File: config.mk
export PLATFORM = sky130hd
export DESIGN_NAME = jk_drive_seq
export DESIGN_NICKNAME = d
export VERILOG_FILES = /design/src/rtl/jk_drive_seq.sv
export SDC_FILE = /design/constraint.sdc
export NUM_CORES = 1
export LEC_CHECK = 0
export BUFFER_PORTS_ARGS = -buffer_cell sky130_fd_sc_hd__buf_4
export CAP_MARGIN = 10
export CORE_MARGIN = 2
export CORE_UTILIZATION = 54
export DETAILED_ROUTE_END_ITERATION = 12
export GPL_TIMING_DRIVEN = 0
export HOLD_SLACK_MARGIN = 0.05
export MAX_ROUTING_LAYER = met4
export PLACE_DENSITY = 0.89
export SYNTH_ARGS = -nofsm -noshare
export SYNTH_HDL_FRONTEND = slang
export SYNTH_SLANG_ARGS = --single-unit
File: constraint.sdc
create_clock -name clk -period 2.25 [get_ports clk]
set_input_delay 0 -clock clk [delete_from_list [all_inputs] [get_ports clk]]
set_output_delay 0 -clock clk [all_outputs]
set_load 0.05 [all_outputs]
File: src/rtl/jk_drive_seq.sv
// Sequencing driver for a bank of JK flip-flops: accepts target words, drives one edge of
// excitation codes, then reads the bank back and flags any divergence from the target.
module jk_drive_seq #(
    parameter int unsigned WIDTH       = 4,
    parameter bit          TOGGLE_PREF = 1'b0
) (
    input  logic               clk,
    input  logic               rst_n,
    input  logic               tgt_valid,
    input  logic [WIDTH-1:0]   tgt_data,
    output logic               tgt_ready,
    output logic [2*WIDTH-1:0] jk,
    input  logic [WIDTH-1:0]   q_in,
    output logic [WIDTH-1:0]   cur_q,
    output logic               done,
    output logic               mismatch,
    output logic [7:0]         err_cnt
);

    typedef enum logic [1:0] {StInit, StIdle, StDrive, StCheck} state_e;

    // All pairs at 01 keep the bank cleared while reset or INIT is in effect.
    localparam logic [2*WIDTH-1:0] JkClear = {WIDTH{2'b01}};

    state_e               state_q, state_d;
    logic [2*WIDTH-1:0]   jk_q, jk_d;
    logic [WIDTH-1:0]     exp_q, exp_d;
    logic [WIDTH-1:0]     cur_q_q, cur_q_d;
    logic                 rdy_q, rdy_d;
    logic                 done_q, done_d;
    logic                 mism_q, mism_d;
    logic [7:0]           err_q, err_d;
    logic [2*WIDTH-1:0]   code;

    always_comb begin
        code = '0;
        for (int i = 0; i < int'(WIDTH); i++) begin
            unique case ({cur_q_q[i], tgt_data[i]})
                2'b01:   code[2*i +: 2] = TOGGLE_PREF ? 2'b11 : 2'b10;
                2'b10:   code[2*i +: 2] = TOGGLE_PREF ? 2'b11 : 2'b01;
                default: code[2*i +: 2] = 2'b00;
            endcase
        end
    end

    always_comb begin
        state_d = state_q;
        jk_d    = '0;
        exp_d   = exp_q;
        cur_q_d = cur_q_q;
        rdy_d   = rdy_q;
        done_d  = 1'b0;
        mism_d  = 1'b0;
        err_d   = err_q;
        unique case (state_q)
            StInit: begin
                exp_d   = '0;
                state_d = StCheck;
            end
            StIdle: begin
                rdy_d = 1'b1;
                if (tgt_valid && rdy_q) begin
                    exp_d   = tgt_data;
                    jk_d    = code;
                    rdy_d   = 1'b0;
                    state_d = StDrive;
                end
            end
            StDrive: begin
                state_d = StCheck;
            end
            StCheck: begin
                done_d  = 1'b1;
                mism_d  = (q_in != exp_q);
                cur_q_d = q_in;
                if ((q_in != exp_q) && (err_q != 8'hFF)) begin
                    err_d = err_q + 8'd1;
                end
                rdy_d   = 1'b1;
                state_d = StIdle;
            end
            default: state_d = StInit;
        endcase
    end

    always_ff @(posedge clk or negedge rst_n) begin
        if (!rst_n) begin
            state_q <= StInit;
            jk_q    <= JkClear;
            exp_q   <= '0;
            cur_q_q <= '0;
            rdy_q   <= 1'b0;
            done_q  <= 1'b0;
            mism_q  <= 1'b0;
            err_q   <= '0;
        end else begin
            state_q <= state_d;
            jk_q    <= jk_d;
            exp_q   <= exp_d;
            cur_q_q <= cur_q_d;
            rdy_q   <= rdy_d;
            done_q  <= done_d;
            mism_q  <= mism_d;
            err_q   <= err_d;
        end
    end

    assign tgt_ready = rdy_q;
    assign jk        = jk_q;
    assign cur_q     = cur_q_q;
    assign done      = done_q;
    assign mismatch  = mism_q;
    assign err_cnt   = err_q;

endmodule

==> results.ini <==
[routing]
drt_first_iter_violations = 20
wl_per_cell_um = 14.6
wl_mm = 2.47
detailroute.via_count = 908
dr.pass1.iters = 4
postRouteAntennaNets = 0
avgViaCountPerCell = 5.37
drc_errors = 0

[floorplanning]
core_mm2 = 0.00217
die_area_mm2 = 0.00263
die_w_um = 51.3
ioPinCount = 34
start_util_pct = 55.7
rows = 17
fp.dieH_um = 51.3

[status]
outcome = finished, final reports clean

[finish]
nets = 152
seq_area_um2 = 731
layout_commonest_cell = buf_4
multi_input_area_um2 = 457
final_layout_size_suffix_gt1_share_pct = 39.7
stdcell_area_mm2 = 0.00167
final_cell_mix = 33 x buf_4, 25 x dfrtp_1, 9 x dlygate4sd3_1, 8 x nor3b_1
instances_no_fill = 169
nFillCells = 161
antennaDiodeCount = 0
synthToLayoutAreaGrowth_pct = 37.9

[clocking]
clockBufferDepth = 2
clk_latency_ns = 0.33
cts_post_setup_buffers_inserted = 0
cts_tree = done
cts_max_level = 2
clkTransAtPathRegs_ns = 0.09
cts_buffers = 5
clock_sinks = 29
cts-root-buf = clkbuf_4
cts.repair.resized = 0

[setup_path]
required_ns = 2.47
startpoint_type = flip-flop
crit_arrival_ns = 1.98
cp_max_fo = 5
endpoint_kind = flip-flop
path_class = flip-flop to flip-flop

[global_route]
grt_pass1_wl_mm = 4.28
grtUsageTotal_pct = 24.2
grt_pass1_vias = 928
antenna_found_initial = 0
overflow = 0
grt_max_degree = 30

[power]
p_per_area_mw_per_mm2 = 1620
vdd_ir_drop_max_v = 0.00147
cellLeakagePower_nw = 0.764

[sta]
setup_viol = 0
finClkSkew_ns = 0.00423
drv_slew = 0
hold_viol_final = 0
max_slew_margin_pct = 65.1
max_freq_mhz = 568
min_period_ns = 1.76
period_share_pct = 78.2
setup_slack_ns = 0.489
worst_pin_slew_ns = 0.520
grt_setup_unrepaired = false
fin_tns_setup_ns = 0

[placed_design]
dp_hpwl_mm = 1.58
gp_congestion = 0.758
io_buffers = 33
place_ws_ns = 0.510
place_inst = 152
placed_area_mm2 = 0.00149

[yosys]
synth_area_mm2 = 0.00121
yosys_warnings = 0
ys_seq_area_share_pct = 60.5
synth_area_leaders = dfrtp_1 52%, dfstp_2 8.7%, mux2_2 6.5%, xor2_1 5.1%, nor3b_1 5.0%
synth_area_per_cell_um2 = 13.3
ys_seq_elements = 29
syn-num-nets = 103
syn_inst = 91
synth_cell_types = 24
synth.largest_area_cell = dfrtp_1
synth_top_area_share_pct = 51.8

[job]
max-cap-violations = 0

[hold_path]
hold_path.class = input pin to flip-flop

## worst max-delay path, cell delays in order (launching register included)
cell and delay, ns:
dfrtp_1 0.44, ha_1 0.22, nand2_1 0.08, nor3_1 0.45
nor3_1 0.17, mux2_2 0.30
## through the flow
stage | hold slack, ns | power (mW) | utilization [%]
floorplan | -0.296 | 1.87 | -
global placement | -0.0686 | 2.22 | 68.7
CTS | 0.0615 | 2.71 | 76.8
finish | 0.0733 | 2.70 | 76.8
detailed placement | -0.0650 | 2.25 | 68.7
global route | 0.0966 | 2.86 | 76.8
## sequential cells by signal, indices dropped and copies added, names as in the netlist
| name | cells |
|---|---|
| err_cnt | 8 |
| jk | 8 |
| cur_q | 4 |
| exp_q | 4 |
| state_q | 2 |
| done | 1 |
| mismatch | 1 |
| tgt_ready | 1 |
## kinds of logic after synthesis
logic type / count (synthesis) / share of synthesized area, %
simple gates: 32 / 16.7
flops: 29 / 60.5
compound gates: 10 / 7.05
xor+xnor: 9 / 6.53
mux: 7 / 6.53
buf+inv: 3 / 1.66
fa+ha+maj: 1 / 1.04
## synth_stat cells
cell type and n:
o21a_1 1, nor4_4 1, nor2_1 2, or4b_1 1, ha_1 1, dfrtp_1 25, nand2_1 7, xnor2_1 2
o21ai_0 1, nor4_1 3, nor3_1 3, dfstp_2 4, nand4_1 2, or4_1 1, nand2b_1 2, buf_2 1
a22o_2 2, a22o_1 6, nand3_1 2, xor2_1 7, buf_6 1, mux2_2 7, inv_1 1, nor3b_1 8
## per-layer routing
layer  track usage [%]  vias to the layer above  part of all wire, %
li1                  -                      432                    -
met1              27.6                      441                   42
met2              37.4                       25                   49
met3              6.43                       10                  5.0
met4              16.2                        0                  3.7
met5                 -                        -                    0
## what timing repair did
| action | CTS | global route |
|---|---|---|
| endpoints found under the setup margin | 0 | 0 |
| hold buffers | 9 | 0 |
| hold endpoints to repair | 45 | 0 |
## final timing paths
| kind | startpoint | end | slack [ns] | cells after the start |
|---|---|---|---|---|
| max reg2reg | err_cnt[0]$_DFFE_PN0P_ | err_cnt[1]$_DFFE_PN0P_ | 0.49 | 5 |
| max in group asynchronous | rst_n | jk[4]$_DFF_PN1_ | 1.81 | 2 |
| min | tgt_valid | state_q[1]$_DFFE_PN0P_ | 0.07 | 3 |
| min in group asynchronous | rst_n | tgt_ready$_DFFE_PN0P_ | 0.12 | 2 |
| max | err_cnt[0]$_DFFE_PN0P_ | err_cnt[1]$_DFFE_PN0P_ | 0.49 | 5 |
| min reg2reg | cur_q[2]$_DFFE_PN0P_ | jk[5]$_DFF_PN0_ | 0.47 | 1 |
## final cells by class
cell class | instances | share of cell area, %
multi-input combinational | 59 | 27.4
clock inverter | 1 | 1.80
sequential | 29 | 43.9
timing repair buffer | 42 | 20.3
clock buffer | 7 | 3.31
buffer | 2 | 0.977
tap | 28 | 2.10
inverter | 1 | 0.225
## power by group
group	total [mW]	internal (mW)	switching (mW)
Sequential	0.908	0.729	0.178
Combinational	1.35	0.487	0.867
Clock	0.437	0.265	0.172
Total	2.70	1.48	1.22
No activity file was read; power rests on OpenSTA's default activity.
